`config.mk`:
```
export PLATFORM = sky130hd
export DESIGN_NAME = bp_update_scheduler_flat
export DESIGN_NICKNAME = d
export VERILOG_FILES = /design/src/rtl/bp_update_scheduler_pkg.sv /design/src/rtl/bp_update_scheduler_if.sv /design/src/rtl/bp_sync_fifo.sv /design/src/rtl/bp_update_scheduler.sv /design/src/flat_wrapper.sv
export SDC_FILE = /design/constraint.sdc
export NUM_CORES = 1
export LEC_CHECK = 0
export BUFFER_PORTS_ARGS = -buffer_cell sky130_fd_sc_hd__buf_4
export CAP_MARGIN = 10
export CORE_ASPECT_RATIO = 0.9
export CORE_UTILIZATION = 40
export DETAILED_ROUTE_END_ITERATION = 10
export HOLD_SLACK_MARGIN = 0.08
export PLACE_DENSITY = 0.71
export SETUP_SLACK_MARGIN = 0.05
export SYNTH_ARGS = -nofsm -noshare
export SYNTH_HDL_FRONTEND = slang
export SYNTH_SLANG_ARGS = --single-unit
```
`constraint.sdc`:
```
create_clock -name clk -period 2.6 [get_ports clk]
set_input_delay 0.26 -clock clk [delete_from_list [all_inputs] [get_ports clk]]
set_output_delay 0.26 -clock clk [all_outputs]
set_load 0.02 [all_outputs]
```
`src/rtl/bp_update_scheduler_pkg.sv`:
```
// Shared encodings for the branch-predictor update scheduler.
// Update kinds, one-hot branch type positions, INIT type pattern.
package bp_pkg;

  typedef enum logic [1:0] {
    UPD_INIT    = 2'd0,
    UPD_CORRECT = 2'd1,
    UPD_RB_ID   = 2'd2,
    UPD_RB_EX   = 2'd3
  } upd_kind_e;

  localparam int T_BEQ  = 0;
  localparam int T_BNE  = 1;
  localparam int T_BLT  = 2;
  localparam int T_BGE  = 3;
  localparam int T_BLTU = 4;
  localparam int T_BGEU = 5;

  localparam logic [5:0] TYPE_INIT = 6'b111111;

endpackage

```
`src/rtl/bp_update_scheduler_if.sv`:
```
// Resolution input handshake and table update output handshake.
// master: scheduler side; slave: pipeline/table side.
interface bp_update_scheduler_if #(
  parameter int PC_W      = 32,
  parameter int TBL_IDX_W = 10
);
  logic                 res_valid;
  logic                 res_ready;
  logic [PC_W-1:0]      res_pc;
  logic                 res_taken;
  logic [5:0]           res_type;

  logic                 upd_valid;
  logic                 upd_ready;
  logic [1:0]           upd_kind;
  logic [PC_W-1:0]      upd_pc;
  logic                 upd_taken;
  logic [5:0]           upd_type;
  logic [TBL_IDX_W-1:0] upd_index;

  modport master (
    input  res_valid, res_pc, res_taken, res_type,
    output res_ready,
    output upd_valid, upd_kind, upd_pc,
    output upd_taken, upd_type, upd_index,
    input  upd_ready
  );

  modport slave (
    output res_valid, res_pc, res_taken, res_type,
    input  res_ready,
    input  upd_valid, upd_kind, upd_pc,
    input  upd_taken, upd_type, upd_index,
    output upd_ready
  );
endinterface

```
`src/rtl/bp_sync_fifo.sv`:
```
// Synchronous FIFO with wrap-bit pointers and combinational read data.
// Ports: push/din, pop/dout, full/empty flags.
module bp_sync_fifo #(
  parameter int WIDTH = 8,
  parameter int DEPTH = 4
) (
  input  logic             clk,
  input  logic             rst_n,
  input  logic             push,
  input  logic [WIDTH-1:0] din,
  input  logic             pop,
  output logic [WIDTH-1:0] dout,
  output logic             full,
  output logic             empty
);
  localparam int AW = $clog2(DEPTH);

  logic [AW:0]      wp;
  logic [AW:0]      rp;
  logic [WIDTH-1:0] mem [DEPTH];

  assign full  = (wp[AW] != rp[AW]) &&
                 (wp[AW-1:0] == rp[AW-1:0]);
  assign empty = (wp == rp);
  assign dout  = mem[rp[AW-1:0]];

  always_ff @(posedge clk) begin
    if (!rst_n) begin
      wp <= '0;
      rp <= '0;
    end else begin
      if (push && !full)  wp <= wp + 1'b1;
      if (pop  && !empty) rp <= rp + 1'b1;
    end
  end

  always_ff @(posedge clk) begin
    if (push && !full) mem[wp[AW-1:0]] <= din;
  end
endmodule

```
`src/rtl/bp_update_scheduler.sv`:
```
// Serialises table-clear sweep, resolutions and rollbacks onto one port.
// Ports: clk, rst_n, pl_stall, bus (res/upd), rb_id_*, rb_ex_*, flags.
module bp_update_scheduler
  import bp_pkg::*;
#(
  parameter int FIFO_DEPTH = 4,
  parameter int TBL_IDX_W  = 10,
  parameter int PC_W       = 32
) (
  input  logic            clk,
  input  logic            rst_n,
  input  logic            pl_stall,
  bp_update_scheduler_if.master bus,
  input  logic            rb_id_valid,
  input  logic [PC_W-1:0] rb_id_pc,
  input  logic            rb_id_taken,
  input  logic [5:0]      rb_id_type,
  input  logic            rb_ex_valid,
  input  logic [PC_W-1:0] rb_ex_pc,
  input  logic            rb_ex_taken,
  input  logic [5:0]      rb_ex_type,
  output logic            init_done,
  output logic            rb_overrun
);
  localparam int EW = PC_W + 7;
  localparam logic [0:0] S_INIT = 1'b0;
  localparam logic [0:0] S_RUN  = 1'b1;
  localparam logic [TBL_IDX_W-1:0] IDX_LAST = '1;

  logic [0:0]           state;
  logic                 ex_v, id_v;
  logic [EW-1:0]        ex_d, id_d;
  logic                 o_v;
  logic [1:0]           o_kind;
  logic [PC_W-1:0]      o_pc;
  logic                 o_taken;
  logic [5:0]           o_type;
  logic [TBL_IDX_W-1:0] o_idx;

  logic          f_push, f_pop;
  logic          f_full, f_empty;
  logic [EW-1:0] f_dout;

  logic fire, load, init_last;
  logic run_load, init_beat;
  logic sel_ex, sel_id, sel_f;

  assign fire      = o_v & bus.upd_ready;
  assign load      = ~o_v | fire;
  // Last sweep beat accepted: pending work may follow at once.
  assign init_last = (state == S_INIT) & fire &
                     (o_idx == IDX_LAST);
  assign run_load  = load & ((state == S_RUN) | init_last);
  assign init_beat = load & (state == S_INIT) & ~init_last;
  assign sel_ex    = run_load & ex_v;
  assign sel_id    = run_load & ~ex_v & id_v;
  assign sel_f     = run_load & ~ex_v & ~id_v & ~f_empty;

  assign bus.res_ready = ~f_full & init_done;
  assign f_push = bus.res_valid & bus.res_ready & ~pl_stall;
  assign f_pop  = sel_f;

  assign bus.upd_valid = o_v;
  assign bus.upd_kind  = o_kind;
  assign bus.upd_pc    = o_pc;
  assign bus.upd_taken = o_taken;
  assign bus.upd_type  = o_type;
  assign bus.upd_index = o_idx;

  bp_sync_fifo #(
    .WIDTH (EW),
    .DEPTH (FIFO_DEPTH)
  ) u_fifo (
    .clk   (clk),
    .rst_n (rst_n),
    .push  (f_push),
    .din   ({bus.res_pc, bus.res_taken, bus.res_type}),
    .pop   (f_pop),
    .dout  (f_dout),
    .full  (f_full),
    .empty (f_empty)
  );

  always_ff @(posedge clk) begin
    if (!rst_n) begin
      state      <= S_INIT;
      init_done  <= 1'b0;
      rb_overrun <= 1'b0;
      ex_v       <= 1'b0;
      id_v       <= 1'b0;
      ex_d       <= '0;
      id_d       <= '0;
      o_v        <= 1'b0;
      o_kind     <= 2'd0;
      o_pc       <= '0;
      o_taken    <= 1'b0;
      o_type     <= '0;
      o_idx      <= '0;
    end else begin
      if (init_last) begin
        state     <= S_RUN;
        init_done <= 1'b1;
      end

      if (sel_ex) begin
        ex_v <= 1'b0;
      end else if (rb_ex_valid && !ex_v) begin
        ex_v <= 1'b1;
        ex_d <= {rb_ex_pc, rb_ex_taken, rb_ex_type};
      end

      if (sel_id) begin
        id_v <= 1'b0;
      end else if (rb_id_valid && !id_v) begin
        id_v <= 1'b1;
        id_d <= {rb_id_pc, rb_id_taken, rb_id_type};
      end

      // An occupied slot keeps its older request.
      if ((rb_ex_valid && ex_v) || (rb_id_valid && id_v))
        rb_overrun <= 1'b1;

      if (load) begin
        unique case (1'b1)
          init_beat: begin
            o_v     <= 1'b1;
            o_kind  <= UPD_INIT;
            o_pc    <= '0;
            o_taken <= 1'b0;
            o_type  <= TYPE_INIT;
            o_idx   <= o_v ? o_idx + 1'b1 : '0;
          end
          sel_ex: begin
            o_v     <= 1'b1;
            o_kind  <= UPD_RB_EX;
            o_pc    <= ex_d[EW-1:7];
            o_taken <= ex_d[6];
            o_type  <= ex_d[5:0];
            o_idx   <= '0;
          end
          sel_id: begin
            o_v     <= 1'b1;
            o_kind  <= UPD_RB_ID;
            o_pc    <= id_d[EW-1:7];
            o_taken <= id_d[6];
            o_type  <= id_d[5:0];
            o_idx   <= '0;
          end
          sel_f: begin
            o_v     <= 1'b1;
            o_kind  <= UPD_CORRECT;
            o_pc    <= f_dout[EW-1:7];
            o_taken <= f_dout[6];
            o_type  <= f_dout[5:0];
            o_idx   <= '0;
          end
          default: begin
            o_v     <= 1'b0;
            o_kind  <= 2'd0;
            o_pc    <= '0;
            o_taken <= 1'b0;
            o_type  <= '0;
            o_idx   <= '0;
          end
        endcase
      end
    end
  end
endmodule

```
`src/flat_wrapper.sv`:
```
// flat-port wrapper written by rule: the top's interface ports become plain ports
module bp_update_scheduler_flat import bp_pkg::*;
#(
  parameter int FIFO_DEPTH = 4,
  parameter int TBL_IDX_W  = 10,
  parameter int PC_W       = 32
)
  (clk, rst_n, pl_stall, rb_id_valid, rb_id_pc, rb_id_taken, rb_id_type, rb_ex_valid, rb_ex_pc, rb_ex_taken, rb_ex_type, init_done, rb_overrun, bus_res_valid, bus_res_pc, bus_res_taken, bus_res_type, bus_res_ready, bus_upd_valid, bus_upd_kind, bus_upd_pc, bus_upd_taken, bus_upd_type, bus_upd_index, bus_upd_ready);
  bp_update_scheduler_if #(.PC_W(PC_W), .TBL_IDX_W(TBL_IDX_W)) bus_i ();
  input  logic clk;
  input  logic rst_n;
  input  logic pl_stall;
  input  logic rb_id_valid;
  input  logic [PC_W-1:0] rb_id_pc;
  input  logic rb_id_taken;
  input  logic [5:0] rb_id_type;
  input  logic rb_ex_valid;
  input  logic [PC_W-1:0] rb_ex_pc;
  input  logic rb_ex_taken;
  input  logic [5:0] rb_ex_type;
  output logic init_done;
  output logic rb_overrun;
  input wire logic [$bits(bus_i.res_valid)-1:0] bus_res_valid;
  input wire logic [$bits(bus_i.res_pc)-1:0] bus_res_pc;
  input wire logic [$bits(bus_i.res_taken)-1:0] bus_res_taken;
  input wire logic [$bits(bus_i.res_type)-1:0] bus_res_type;
  output wire logic [$bits(bus_i.res_ready)-1:0] bus_res_ready;
  output wire logic [$bits(bus_i.upd_valid)-1:0] bus_upd_valid;
  output wire logic [$bits(bus_i.upd_kind)-1:0] bus_upd_kind;
  output wire logic [$bits(bus_i.upd_pc)-1:0] bus_upd_pc;
  output wire logic [$bits(bus_i.upd_taken)-1:0] bus_upd_taken;
  output wire logic [$bits(bus_i.upd_type)-1:0] bus_upd_type;
  output wire logic [$bits(bus_i.upd_index)-1:0] bus_upd_index;
  input wire logic [$bits(bus_i.upd_ready)-1:0] bus_upd_ready;
  assign bus_i.res_valid = bus_res_valid;
  assign bus_i.res_pc = bus_res_pc;
  assign bus_i.res_taken = bus_res_taken;
  assign bus_i.res_type = bus_res_type;
  assign bus_res_ready = bus_i.res_ready;
  assign bus_upd_valid = bus_i.upd_valid;
  assign bus_upd_kind = bus_i.upd_kind;
  assign bus_upd_pc = bus_i.upd_pc;
  assign bus_upd_taken = bus_i.upd_taken;
  assign bus_upd_type = bus_i.upd_type;
  assign bus_upd_index = bus_i.upd_index;
  assign bus_i.upd_ready = bus_upd_ready;
  bp_update_scheduler #(.FIFO_DEPTH(FIFO_DEPTH), .TBL_IDX_W(TBL_IDX_W), .PC_W(PC_W)) u_core (.clk(clk), .rst_n(rst_n), .pl_stall(pl_stall), .bus(bus_i), .rb_id_valid(rb_id_valid), .rb_id_pc(rb_id_pc), .rb_id_taken(rb_id_taken), .rb_id_type(rb_id_type), .rb_ex_valid(rb_ex_valid), .rb_ex_pc(rb_ex_pc), .rb_ex_taken(rb_ex_taken), .rb_ex_type(rb_ex_type), .init_done(init_done), .rb_overrun(rb_overrun));
endmodule
```
==> results.py <==
metrics = {
    "outcome": {
        "status": "complete, no violations",
    },
    "yosys": {
        "yosysUniqueCellTypes": 53,
        "yosysWarnings": 0,
        "syn_avg_cell_area_sq_um": 12.9,
        "syn_area_sq_mm": 0.0119,
        "ys.flop_type": "edfxtp_1",
        "synthCells": 924,
        "synth-async-reset-ratio_pct": 0,
        "yosysSeqAreaShare_pct": 63.2,
        "synth_nets": 1054,
        "synth-seq-cells": 298,
        "synth-edff-count": 156,
    },
    "clock_network": {
        "cts_root_buf": "clkbuf_16",
        "clock_path_buffers": 3,
        "cts_htree_levels": 1,
        "clk_pin_slew_worst_paths_ps": 70,
        "cts_sinks": 298,
        "cts_tree": "built",
        "numCtsBuffers": 30,
        "clk_latency_ps": 570,
    },
    "placement": {
        "place_area_sq_mm": 0.0138,
        "dpl.cell_count": 1457,
        "dp_hpwl_um": 19900,
        "place_congestion": 0.875,
        "numPortBuffers": 178,
    },
    "timing": {
        "rsz0062_at_grt": "false",
        "timing.hold.ws_ps": 166,
        "setup_violations": 0,
        "period_needed_ps": 2170,
        "fin_tns_setup_ps": 0,
        "timing.final.crit_share_pct": 83.6,
        "skew_ps": 26.6,
        "hold_viol": 0,
        "finalMaxSlewViolations": 0,
        "slew_headroom_pct": 49.3,
        "worstMarginPinSlew_ps": 757,
        "max_freq_ghz": 0.460,
    },
    "detailed_routing": {
        "drt-initial-drc-count": 664,
        "antenna_left": 0,
        "wl_per_cell_um": 19.3,
        "vias": 8578,
        "totalWireLength_um": 31600,
        "viasPerCell": 5.24,
        "drt_pass1_iterations": 5,
        "drc_errors": 0,
    },
    "die": {
        "die_x_um": 184,
        "design.core.area_sq_mm": 0.0291,
        "start_util_pct": 40.9,
        "chipHeight_um": 166,
        "placementRows": 59,
        "dieArea_sq_mm": 0.0305,
        "ioPinCount": 179,
    },
    "global_routing": {
        "antenna_found_initial": 8,
        "grt_max_degree": 62,
        "track_usage_pct": 20.9,
        "gr-total-overflow": 0,
        "grt.busiest_layer": "met2",
        "met2_usage_pct": 33.4,
        "grtUsageMet3_pct": 3.47,
        "grt_pass1_vias": 8708,
        "met1_usage_pct": 28.6,
        "grt_pass1_wl_um": 49100,
    },
    "layout": {
        "mostFrequentLayoutCell": "nand2_1",
        "nNetsFinal": 1343,
        "final_area_sq_mm": 0.0161,
        "instances_no_fill": 1637,
        "area_growth_pct": 35.3,
        "drive_gt1_share_pct": 25.1,
        "layout_common_cells": "nand2_1, buf_4, edfxtp_1",
    },
    "flow_run": {
        "max-cap-violations": 0,
    },
    "critical_path": {
        "r2r_end": "u_core.bus.upd_pc[2]",
        "r2r_cells": 7,
        "critPathLaunchType": "flop",
        "r2r_start": "u_core.bus.upd_index[0]",
        "crit_path_end_kind": "flop",
        "worstSetupPathType": "flop to flop",
        "worst_ep_arrival_time_ps": 2670,
        "cp_max_fo": 32,
        "rrSetupSlack_ps": 430,
        "required_ps": 3090,
    },
    "worst_hold_path": {
        "hold_end": "u_core.bus.upd_index[8]",
        "hp-class": "input port to flop",
        "hp-start": "bus_upd_ready",
        "holdPathStages": 3,
    },
    "pwr": {
        "leakage_nw": 5.87,
        "total_power_mw": 10.5,
        "powerDensity_mw_per_mm2": 650,
        "vdd_drop_max_mv": 0.638,
    },
}
[metrics by stage]
stage / util [%] / setup slack [ps]
2_1_floorplan: - / 293
3_3_place_gp: 47.4 / 513
3_5_place_dp: 47.4 / 440
4_1_cts: 55.4 / 437
5_1_grt: 55.4 / 228
6_report: 55.4 / 426
[layer usage]
layer | up-vias | wire length (um)
met3 | 70 | 1740
met4 | 8 | 962
met1 | 4216 | 14100
li1 | 4012 | -
met2 | 272 | 14700
met5 | - | 57
[worst max-delay path, stage by stage, from the launching register on]
cell and delay, ps:
dfxtp_1 410, ha_1 270, and3_1 270, a31oi_4 150, nor4b_4 420, buf_12 280
a221oi_1 110, a21boi_0 200
[power breakdown]
group,internal [mW],leakage [nW],switching [mW]
clock,2.96,0.550,1.79
combinational,0.349,2.76,0.289
sequential,5.02,2.56,0.0661
total,8.33,5.87,2.15
[layout make-up]
class                      instances  area [sq um]
antenna                            4          10.0
clock buffer                      40           840
clock inverter                    16           269
fill                            2429         13000
inverter                          14          52.6
multi-input combinational        547          4040
sequential                       298          7530
tap                              396           495
timing repair buffer             322          2870
[cell usage after synthesis, types with 3 or more instances]
library cell,n,area (sq um)
o211ai_1,4,30.0
xnor2_1,4,35.0
o31ai_1,4,30.0
and3_1,7,43.8
a21oi_1,4,20.0
nor2b_1,10,62.6
a21boi_0,82,616
nand2b_1,3,18.8
a211oi_1,4,30.0
nand3_1,5,25.0
ha_1,6,75.1
o21ai_0,7,35.0
inv_1,14,52.6
a221oi_1,34,298
nand2_1,203,762
o211a_1,4,40.0
nor3_1,5,25.0
nor2_1,10,37.5
clkbuf_1,41,154
buf_6,8,90.1
dfxtp_1,142,2840
edfxtp_1,156,4680
o21a_1,3,22.5
and2_1,9,56.3
a221o_1,4,40.0
buf_2,7,35.0
a21boi_1,32,240
o22ai_1,3,18.8
buf_1,6,22.5
a22o_1,37,324
mux4_2,39,878
[sequential cells by signal, summed over array words and instances, names as in the netlist, 2 cells and up, named ones only]
signal and cells:
u_core.bus.upd_kind 2, u_core.bus.upd_index 10, u_core.u_fifo.mem 156, u_core.bus.upd_pc 32, u_core.u_fifo.wp 3, u_core.u_fifo.rp 3
u_core.ex_d 39, u_core.id_d 39, u_core.bus.upd_type 6
[how the worst max path moves through the flow]
stage	start	endpoint	slack, ps
2_1_floorplan	u_core.state	u_core.u_fifo.mem[3][0]	290
3_3_place_gp	u_core.bus.upd_index[0]	u_core.bus.upd_pc[1]	510
3_5_place_dp	u_core.bus.upd_index[0]	u_core.bus.upd_pc[2]	440
4_1_cts	u_core.bus.upd_index[0]	u_core.bus.upd_pc[24]	440
5_1_grt	u_core.bus.upd_index[0]	u_core.bus.upd_pc[2]	230
6_report	u_core.bus.upd_index[0]	u_core.bus.upd_pc[2]	430
[logic make-up (layout without fill, tap and decap cells)]
| kind of cell | Yosys count | count (layout) | synth area share, % |
|---|---|---|---|
| xor gates and xnor gates | 6 | 6 | 0.441 |
| adders and majority gates | 6 | 6 | 0.631 |
| buffers and inverters | 79 | 392 | 3.14 |
| AOI/OAI and AO/OA | 228 | 228 | 15.2 |
| and+or+nand+nor | 266 | 266 | 9.84 |
| muxes | 41 | 41 | 7.56 |
| DFF | 298 | 298 | 63.2 |
| other | 0 | 4 | 0 |
[timing repair]
action	CTS	global route
gates resized for setup	0	0
hold endpoints to repair	237	0
hold buffers	120	0
buffers inserted	0	0
No activity file was read; power rests on OpenSTA's default activity.
